$ cat config.mk
export PLATFORM = sky130hd
export DESIGN_NAME = retospect_cfg_loader_flat
export DESIGN_NICKNAME = d
export VERILOG_FILES = /design/src/rtl/retospect_cfg_loader_if.sv /design/src/rtl/retospect_cfg_loader.sv /design/src/flat_wrapper.sv
export SDC_FILE = /design/constraint.sdc
export NUM_CORES = 1
export LEC_CHECK = 0
export ABC_CLOCK_PERIOD_IN_PS = 3200
export BUFFER_PORTS_ARGS = -buffer_cell sky130_fd_sc_hd__buf_4
export CORE_ASPECT_RATIO = 2
export CORE_MARGIN = 2
export CORE_UTILIZATION = 30
export CTS_BUF_LIST = sky130_fd_sc_hd__clkbuf_4 sky130_fd_sc_hd__clkbuf_8
export CTS_CLUSTER_DIAMETER = 150
export DETAILED_ROUTE_END_ITERATION = 7
export GPL_TIMING_DRIVEN = 0
export PLACE_DENSITY_LB_ADDON = 0.05
export SYNTH_ARGS = -nofsm -noshare
export SYNTH_HDL_FRONTEND = slang
export SYNTH_SLANG_ARGS = --single-unit
$ cat constraint.sdc
create_clock -name clk -period 3.2 [get_ports clk]
set_clock_uncertainty 0.2 [all_clocks]
set_input_delay 0.16 -clock clk [delete_from_list [all_inputs] [get_ports clk]]
set_output_delay 0.16 -clock clk [all_outputs]
set_load 0.02 [all_outputs]
$ cat src/rtl/retospect_cfg_loader_if.sv
// Host-side byte handshake for the configuration chain loader.
// The master (host) offers bytes; the slave (loader) signals ready.
interface retospect_cfg_loader_if;
    logic [7:0] byte_data;
    logic       byte_valid;
    logic       byte_ready;

    modport master (
        output byte_data,
        output byte_valid,
        input  byte_ready
    );

    modport slave (
        input  byte_data,
        input  byte_valid,
        output byte_ready
    );
endinterface

$ cat src/rtl/retospect_cfg_loader.sv
// Byte-to-bit serializer for the neurochip configuration shift chain.
// Optional readback compare enabled by RETOSPECT_CFG_READBACK_EN.
module retospect_cfg_loader #(
    parameter int CHAIN_LEN = 523,
    parameter int CNT_W     = 10
) (
    input  logic                   clk,
    input  logic                   reset,
    input  logic                   start,
    retospect_cfg_loader_if.slave  host,
    output logic                   config_en,
    output logic                   bs_out,
    input  logic                   bs_ret,
    output logic                   busy,
    output logic                   done,
    output logic                   mismatch
);

    typedef enum logic [1:0] {
        IDLE,
        LOAD,
        SHIFT,
        DONE
    } state_t;

    localparam logic [CNT_W-1:0] LAST = CNT_W'(CHAIN_LEN);

    state_t           state_q, state_d;
    logic [7:0]       shreg_q, shreg_d;
    logic [CNT_W-1:0] bit_cnt_q, bit_cnt_d;
    logic [3:0]       sub_cnt_q, sub_cnt_d;
    logic             config_en_q, config_en_d;
    logic             bs_out_q, bs_out_d;
    logic             byte_ready_q, byte_ready_d;
    logic             busy_q, busy_d;
    logic             done_q, done_d;
    logic             mismatch_q, mismatch_d;

`ifndef RETOSPECT_CFG_READBACK_EN
    logic unused_bs_ret;
    assign unused_bs_ret = bs_ret;
`endif

    // Next-state and next-output computation for the load sequencer.
    always_comb begin
        state_d      = state_q;
        shreg_d      = shreg_q;
        bit_cnt_d    = bit_cnt_q;
        sub_cnt_d    = sub_cnt_q;
        bs_out_d     = bs_out_q;
        mismatch_d   = mismatch_q;
        config_en_d  = 1'b0;
        done_d       = 1'b0;

        unique case (state_q)
            IDLE: begin
                if (start) begin
                    bit_cnt_d  = '0;
                    mismatch_d = 1'b0;
                    state_d    = LOAD;
                end
            end
            LOAD: begin
                if (host.byte_valid && byte_ready_q) begin
                    shreg_d   = host.byte_data;
                    sub_cnt_d = 4'd0;
                    state_d   = SHIFT;
                end
            end
            SHIFT: begin
                bs_out_d    = shreg_q[0];
                config_en_d = 1'b1;
                shreg_d     = {1'b0, shreg_q[7:1]};
                bit_cnt_d   = bit_cnt_q + CNT_W'(1);
                sub_cnt_d   = sub_cnt_q + 4'd1;
                if (bit_cnt_d == LAST) begin
                    state_d = DONE;
                end else if (sub_cnt_d == 4'd8) begin
                    state_d = LOAD;
                end
            end
            DONE: begin
                // First DONE cycle carries the last chain bit; the
                // second raises the done pulse, then we drop to IDLE.
                if (!done_q) begin
                    done_d = 1'b1;
                end else begin
                    state_d = IDLE;
                end
            end
            default: state_d = IDLE;
        endcase

`ifdef RETOSPECT_CFG_READBACK_EN
        if (config_en_q && (bs_ret != bs_out_q)) begin
            mismatch_d = 1'b1;
        end
`else
        mismatch_d = 1'b0;
`endif

        byte_ready_d = (state_d == LOAD);
        busy_d       = (state_d != IDLE);
    end

    // State and registered outputs; async reset leaves the chain as-is.
    always_ff @(posedge clk or posedge reset) begin
        if (reset) begin
            state_q      <= IDLE;
            shreg_q      <= '0;
            bit_cnt_q    <= '0;
            sub_cnt_q    <= '0;
            config_en_q  <= 1'b0;
            bs_out_q     <= 1'b0;
            byte_ready_q <= 1'b0;
            busy_q       <= 1'b0;
            done_q       <= 1'b0;
            mismatch_q   <= 1'b0;
        end else begin
            state_q      <= state_d;
            shreg_q      <= shreg_d;
            bit_cnt_q    <= bit_cnt_d;
            sub_cnt_q    <= sub_cnt_d;
            config_en_q  <= config_en_d;
            bs_out_q     <= bs_out_d;
            byte_ready_q <= byte_ready_d;
            busy_q       <= busy_d;
            done_q       <= done_d;
            mismatch_q   <= mismatch_d;
        end
    end

    assign host.byte_ready = byte_ready_q;
    assign config_en       = config_en_q;
    assign bs_out          = bs_out_q;
    assign busy            = busy_q;
    assign done            = done_q;
    assign mismatch        = mismatch_q;

endmodule
$ cat src/flat_wrapper.sv
// flat-port wrapper written by rule: the top's interface ports become plain ports
module retospect_cfg_loader_flat 
#(
    parameter int CHAIN_LEN = 523,
    parameter int CNT_W     = 10
)
  (clk, reset, start, config_en, bs_out, bs_ret, busy, done, mismatch, host_byte_data, host_byte_valid, host_byte_ready);
  retospect_cfg_loader_if host_i ();
  input  logic clk;
  input  logic reset;
  input  logic start;
  output logic config_en;
  output logic bs_out;
  input  logic bs_ret;
  output logic busy;
  output logic done;
  output logic mismatch;
  input wire logic [$bits(host_i.byte_data)-1:0] host_byte_data;
  input wire logic [$bits(host_i.byte_valid)-1:0] host_byte_valid;
  output wire logic [$bits(host_i.byte_ready)-1:0] host_byte_ready;
  assign host_i.byte_data = host_byte_data;
  assign host_i.byte_valid = host_byte_valid;
  assign host_byte_ready = host_i.byte_ready;
  retospect_cfg_loader #(.CHAIN_LEN(CHAIN_LEN), .CNT_W(CNT_W)) u_core (.clk(clk), .reset(reset), .start(start), .host(host_i), .config_en(config_en), .bs_out(bs_out), .bs_ret(bs_ret), .busy(busy), .done(done), .mismatch(mismatch));
endmodule
==> reports/qor.txt, run 1 <==
initial antenna violation count = 0
max-slew violation count = 0
share of layout cells above drive strength 1 = 16.8%
postcts setup bufs = 0
clock sink count = 29
sequential share of the synthesized area = 48.5%
I/O pin count = 19
Hold Violations, Final = 0
Initial DRC Count = 16
xor/xnor cell area share of the yosys netlist = 1.17%
Layout Cells excl Fill = 254
gr ovfl total = 0
worst-path cell chain = ha_1 > and4_1 > and3_1 > o211ai_1 > a2111oi_0 > nand2b_1
Top FF cell, synth = dfrtp_1
Residual DRC = 0
delay of the slowest critical-path stage = 0.56 ns
First-pass DRT Iterations = 4
# H-tree levels = 2
Least-Margin Pin Slew = 0.542 ns
chip height = 104 um
layout overhead on the synthesized area = 26.8%
Post-Syn Nets = 180
Via density = 5.06
largest net degree at the start of global routing = 30
Final GP Congestion = 0.764
vias in the first global route = 1337
CP bufs+invs = 0
final worst slack = 0.818 ns
min-delay src = host_byte_data[6]
Die Span X = 53.9 um
count of nets after finishing = 212
critical path's top delay family = compound AO/OA/AOI/OAI gates
CTS root buf = clkbuf_8
Mapped Area = 1500 sq um
Synth Instances = 164
dpl cells = 237
post-place setup slack = 0.835 ns
synthesized area per cell = 9.12 sq um
cts bufs inserted = 5
largest family of logic cells by synthesized area = simple AND/OR/NAND/NOR gates
leakage power = 0.000846 uW
post-route ant nets = 0
row count = 36
hold path depth = 3
GRT Total Usage = 15.1%
Synth Area in Compound Gates = 19.1%
Setup TNS = 0 ns
max cap viols = 0
initial core utilization = 31.0%
Worst Hold Class = input port to register
worst min-delay path endpoint = u_core.shreg_q[6]$_DFFE_PP0P_
CTS clk-pin slew, worst paths = 0.07 ns
worst skew pair latency = 0.27 ns
Cell variety after synth = 39
adder-cell area share of the yosys netlist = 2.51%
DR WL/cell = 14.2 um
Max transition margin = 62.9%
Synth Warn # = 0
status = completed
WS Path Type = register to register
Post-Synth Simple-Gate Area = 19.6%
RSZ-0062 raised after global routing = no
final period utilization = 74.5%
clk buf depth = 2
Max VDD drop = 342 uV
post-synthesis mux area share = 5.43%
CP Max Fanout = 6
I/O Buffers = 16
Max Clk Rate = 420 MHz
R2R depth = 6
Synth Register Bits = 29
routed wire length = 3610 um
filler cell count = 489
crit path time final = 2.38 ns
Power Density = 739 nW/um^2
Core ar. = 4820 sq um
RR Startpoint = u_core.bit_cnt_q[1]$_DFFE_PP0P_
Die Area = 5600 sq um
Crit-path slowest cell = a2111oi_0
TritonCTS clock tree = built
crit path capture type = register
WP data required = 3.21 ns
Synth async-reset ratio = 100%
arrival time at the worst endpoint = 2.39 ns
Startpoint Class = register
dpl hpwl = 2590 um
register-to-register setup slack = 0.82 ns
first-pass GRT wire length = 6310 um
worst r2r dst = u_core.state_q[1]$_DFF_PP0_
total number of vias = 1286
Antenna diodes = 0
Final setup viols = 0
number of synthesized flops with an enable pin = 0
-- report_power, final --
group / total, uW / switching [uW] / internal [uW]
clock network: 335 / 140 / 194
registers: 585 / 97.8 / 487
logic: 482 / 295 / 187
-- per-stage QoR --
stage | total power (uW) | util (%) | area [sq um] | hold WS, ns
6_report | 1400 | 39.4 | 1900 | 0.0122
3_3_place_gp | 1060 | 35.0 | 1690 | 0.170
2_1_floorplan | 893 | - | 1500 | 0.0381
4_1_cts | 1420 | 38.6 | 1860 | 0.0139
5_1_grt | 1520 | 39.4 | 1900 | 0.0319
3_5_place_dp | 1070 | 35.0 | 1690 | 0.173
-- layout make-up --
type                    count  area [sq um]  area share [%]
inverters                   5          18.8           0.989
well taps                  57          71.3            3.76
clock inverters             1          5.00           0.264
multi-input cells         123           719            37.9
repair buffers             25           228            12.0
clock buffers               7          96.3            5.08
flip-flops and latches     29           726            38.3
plain buffers               7          32.5            1.72
-- Yosys cell counts, types with 2 or more instances --
master	instances	area [sq um]
xor2_1	2	17.5
o31ai_1	2	15.0
nor2_1	10	37.5
nand2b_1	2	12.5
inv_1	5	18.8
o211ai_1	3	22.5
dfrtp_1	29	726
o21ai_0	25	125
nand2_1	32	120
ha_1	3	37.5
clkbuf_1	4	15.0
a21o_1	2	15.0
nor3b_1	2	15.0
buf_2	2	10.0
nand3_1	4	20.0
a21oi_1	6	30.0
a31oi_1	2	12.5
or3_1	2	12.5
mux2i_1	7	70.1
-- how the worst max path moves through the flow --
stage	startpoint	end	slack, ns	depth (start not counted)
final	u_core.bit_cnt_q[1]$_DFFE_PP0P_	u_core.state_q[1]$_DFF_PP0_	0.82	6
after global routing	u_core.bit_cnt_q[1]$_DFFE_PP0P_	u_core.state_q[1]$_DFF_PP0_	0.69	6
after CTS	u_core.bit_cnt_q[1]$_DFFE_PP0P_	u_core.state_q[1]$_DFF_PP0_	0.80	6
after detailed placement	u_core.bit_cnt_q[1]$_DFFE_PP0P_	u_core.host.byte_ready$_DFF_PP0_	0.84	6
after global placement	u_core.bit_cnt_q[0]$_DFFE_PP0P_	u_core.host.byte_ready$_DFF_PP0_	0.83	6
after floorplan	u_core.bit_cnt_q[0]$_DFFE_PP0P_	u_core.host.byte_ready$_DFF_PP0_	1.13	6
-- cell families (layout without fill, tap and decap cells) --
group / after synthesis / after routing
AND/OR/NAND/NOR: 61 / 61
other: 1 / 1
AO/OA/AOI/OAI: 48 / 48
buffers and inverters: 12 / 45
flip-flops: 29 / 29
multiplexers: 8 / 8
adder cells (fa/ha/maj): 3 / 3
XOR/XNOR: 2 / 2
-- placed cells by master, fill, tap and decap left out, types with 3 or more instances in the layout --
cell type,instances
o211ai_1,3
clkbuf_1,4
nand2_1,32
nor2_1,10
buf_4,17
dfrtp_1,29
mux2i_1,7
o21ai_0,25
dlygate4sd3_1,8
a21oi_1,6
nand3_1,4
ha_1,3
clkbuf_8,7
inv_1,5
-- layer usage --
metal	wire length, um	GRT usage (%)
met3	77	2.59
met2	2060	26.2
met4	99	6.78
met5	0	0
met1	1370	16.8
-- what timing repair did --
item	4_1_cts	5_1_grt
gates resized for setup	0	0
setup endpoints to repair	0	0
hold endpoints to repair	7	7
hold buffers	7	1
-- worst reg2reg max path: stages, from the launching register on --
cell	delay [ns]
dfrtp_1	0.45
ha_1	0.30
and4_1	0.30
and3_1	0.18
o211ai_1	0.13
a2111oi_0	0.56
nand2b_1	0.19
-- registers in the layout, indices dropped and copies added, names as in the netlist --
signal,cells
u_core.bs_out,1
u_core.busy,1
u_core.state_q,2
u_core.done,1
u_core.sub_cnt_q,4
u_core.shreg_q,8
u_core.bit_cnt_q,10
u_core.config_en,1
u_core.host.byte_ready,1
No activity file was read; power rests on OpenSTA's default activity.
==> inputs of run 2 (changes only) <==
--- a/config.mk
+++ b/config.mk
@@ -5,7 +5,7 @@
 export SDC_FILE = /design/constraint.sdc
 export NUM_CORES = 1
 export LEC_CHECK = 0
-export ABC_CLOCK_PERIOD_IN_PS = 3200
+export ABC_CLOCK_PERIOD_IN_PS = 2000
 export BUFFER_PORTS_ARGS = -buffer_cell sky130_fd_sc_hd__buf_4
 export CORE_ASPECT_RATIO = 2
 export CORE_MARGIN = 2
==> constraint.sdc (replaced) <==
create_clock -name clk -period 2 [get_ports clk]
set_clock_uncertainty 0.2 [all_clocks]
set_input_delay 0.1 -clock clk [delete_from_list [all_inputs] [get_ports clk]]
set_output_delay 0.1 -clock clk [all_outputs]
set_load 0.02 [all_outputs]
==> run 2 against run 1 <==
  * The flow now finishes with violations (setup timing)
  * Worst hold slack improved by 0.030 ns
  * Fmax increased by 15%
  * Flip-flop and latch count unchanged
  * Cell count increased by 2.4%
  * Non-clock buffer count up 6
  * Sequential share of layout area is 1.2 points lower
  * Die area stayed put
  * Critical endpoint is now u_core.host.byte_ready$_DFF_PP0_
  * Largest power group unchanged
  * Highest routed layer unchanged
==> reports/qor.txt, run 2 (synthesized netlist as in run 1, its figures left out) <==
status = complete, but fails checks
failing checks = setup timing
filler cell count = 490
largest net degree at the start of global routing = 30
RR Startpoint = u_core.bit_cnt_q[1]$_DFFE_PP0P_
first-pass GRT wire length = 6960 um
leakage power = 0.000861 uW
Die Area = 5600 sq um
WP data required = 2.00 ns
CTS root buf = clkbuf_8
worst skew pair latency = 0.28 ns
max cap viols = 0
Hold Violations, Final = 0
Max VDD drop = 532 uV
I/O Buffers = 16
# H-tree levels = 2
CTS clk-pin slew, worst paths = 0.07 ns
crit path time final = 2.07 ns
overall power = 2270 uW
Final setup viols = 3
Max transition margin = 22.6%
hold path depth = 5
initial antenna violation count = 0
NetSw = 891 uW
footprint of the multi-input gates = 771 sq um
Antenna diodes = 0
vias in the first global route = 1446
Internal = 1380 uW
clock sink count = 29
share of layout cells above drive strength 1 = 25.1%
GRT Total Usage = 16.8%
crit path capture type = register
arrival time at the worst endpoint = 2.07 ns
crit path launch = u_core.bit_cnt_q[1]$_DFFE_PP0P_
clock share of power = 21.4%
final period utilization = 104%
WS Path Type = register to register
TritonCTS clock tree = built
Startpoint Class = register
Reg area = 729 sq um
I/O pin count = 19
commonest cells after routing, fill and taps aside = nand2_1 (31), dfrtp_1 (26), o21ai_0 (25)
chip height = 104 um
post-route ant nets = 0
gr ovfl total = 0
DR WL/cell = 15.2 um
Comb power frac = 37.1%
Via density = 5.13
net switching fraction of the power = 39.3%
initial core utilization = 31.0%
Biggest register = u_core.bit_cnt_q
Seq pwr share = 41.5%
cts bufs inserted = 5
max-slew violation count = 0
Least-Margin Pin Slew = 1.16 ns
Final Util = 40.8%
total number of vias = 1334
RSZ-0062 raised after global routing = yes
Core ar. = 4820 sq um
First-pass DRT Iterations = 4
CP Max Fanout = 5
final worst slack = -0.0713 ns
min-delay src = start
Worst Hold Class = input port to register
Max Clk Rate = 483 MHz
clk buf depth = 2
max reg flops = 10
count of nets after finishing = 218
row count = 36
Initial DRC Count = 26
layout overhead on the synthesized area = 31.4%
R2R depth = 6
Power Density = 1150 nW/um^2
routed wire length = 3950 um
largest registers = u_core.bit_cnt_q: 10 flops, u_core.shreg_q: 8 flops, u_core.sub_cnt_q: 4 flops
Residual DRC = 0
Die Span X = 53.9 um
dpl hpwl = 2780 um
commonest non-fill, non-tap cell in the layout = nand2_1
Final GP Congestion = 0.839
## run 2: path summary, 6_finish.rpt
check / slack (ns) / to
max: -0.07 / u_core.host.byte_ready$_DFF_PP0_
min: 0.04 / u_core.state_q[0]$_DFF_PP0_
max reg2reg: -0.07 / u_core.host.byte_ready$_DFF_PP0_
min reg2reg: 0.27 / u_core.bs_out$_DFFE_PP0P_
max in group asynchronous: 0.34 / u_core.bit_cnt_q[2]$_DFFE_PP0P_
min in group asynchronous: 0.49 / u_core.bs_out$_DFFE_PP0P_
## run 2: metal layers
layer / track usage [%] / up-vias / part of all wire [%]
li1: - / 650 / -
met5: 0 / - / 0
met3: 2.73 / 11 / 2.2
met1: 15.7 / 642 / 34
met2: 32.1 / 31 / 60
met4: 7.51 / 0 / 3.3
## run 2: area by class of cell
type	count	share of cell area, %
repair buffers	31	13.0
inverters	5	0.954
clock buffers	6	3.88
clock inverters	2	0.509
plain buffers	7	1.78
well taps	57	3.63
multi-input cells	123	39.2
flip-flops and latches	29	37.1
## run 2: per-stage QoR
stage	hold slack [ns]	cells	setup TNS, ns	setup slack (ns)	cell area (sq um)
finish	0.0418	260	-0.129	-0.0713	1970
CTS	0.0353	258	-0.129	-0.0856	1940
detailed placement	0.116	237	-0.982	-0.285	1700
global placement	0.115	237	-0.836	-0.253	1700
global route	0.0912	260	-0.358	-0.149	1970
floorplan	-0.0220	164	0	0.000424	1510
## run 2: power by group through the flow
| stage | Sequential, uW | Clock (uW) | Combinational, uW |
|---|---|---|---|
| finish | 942 | 486 | 843 |
| global route | 977 | 530 | 976 |
| CTS | 941 | 510 | 852 |
| detailed placement | 961 | 0 | 768 |
| global placement | 952 | 0 | 751 |
| floorplan | 974 | 0 | 466 |
## run 2: timing repair
item | CTS | global route
setup endpoints to repair | 13 | 20
gates resized for setup | 9 | 4
endpoints found under the hold margin | 37 | 0
pin swaps | 5 | 8
hold buffers | 9 | 0
setup buffers | 4 | 2
## run 2: critical path, cell delays in order, from the launching register on
cell	delay, ns
dfrtp_2	0.45
ha_4	0.19
and4_4	0.21
a21oi_2	0.11
o211ai_1	0.14
a2111o_1	0.48
a211oi_2	0.22
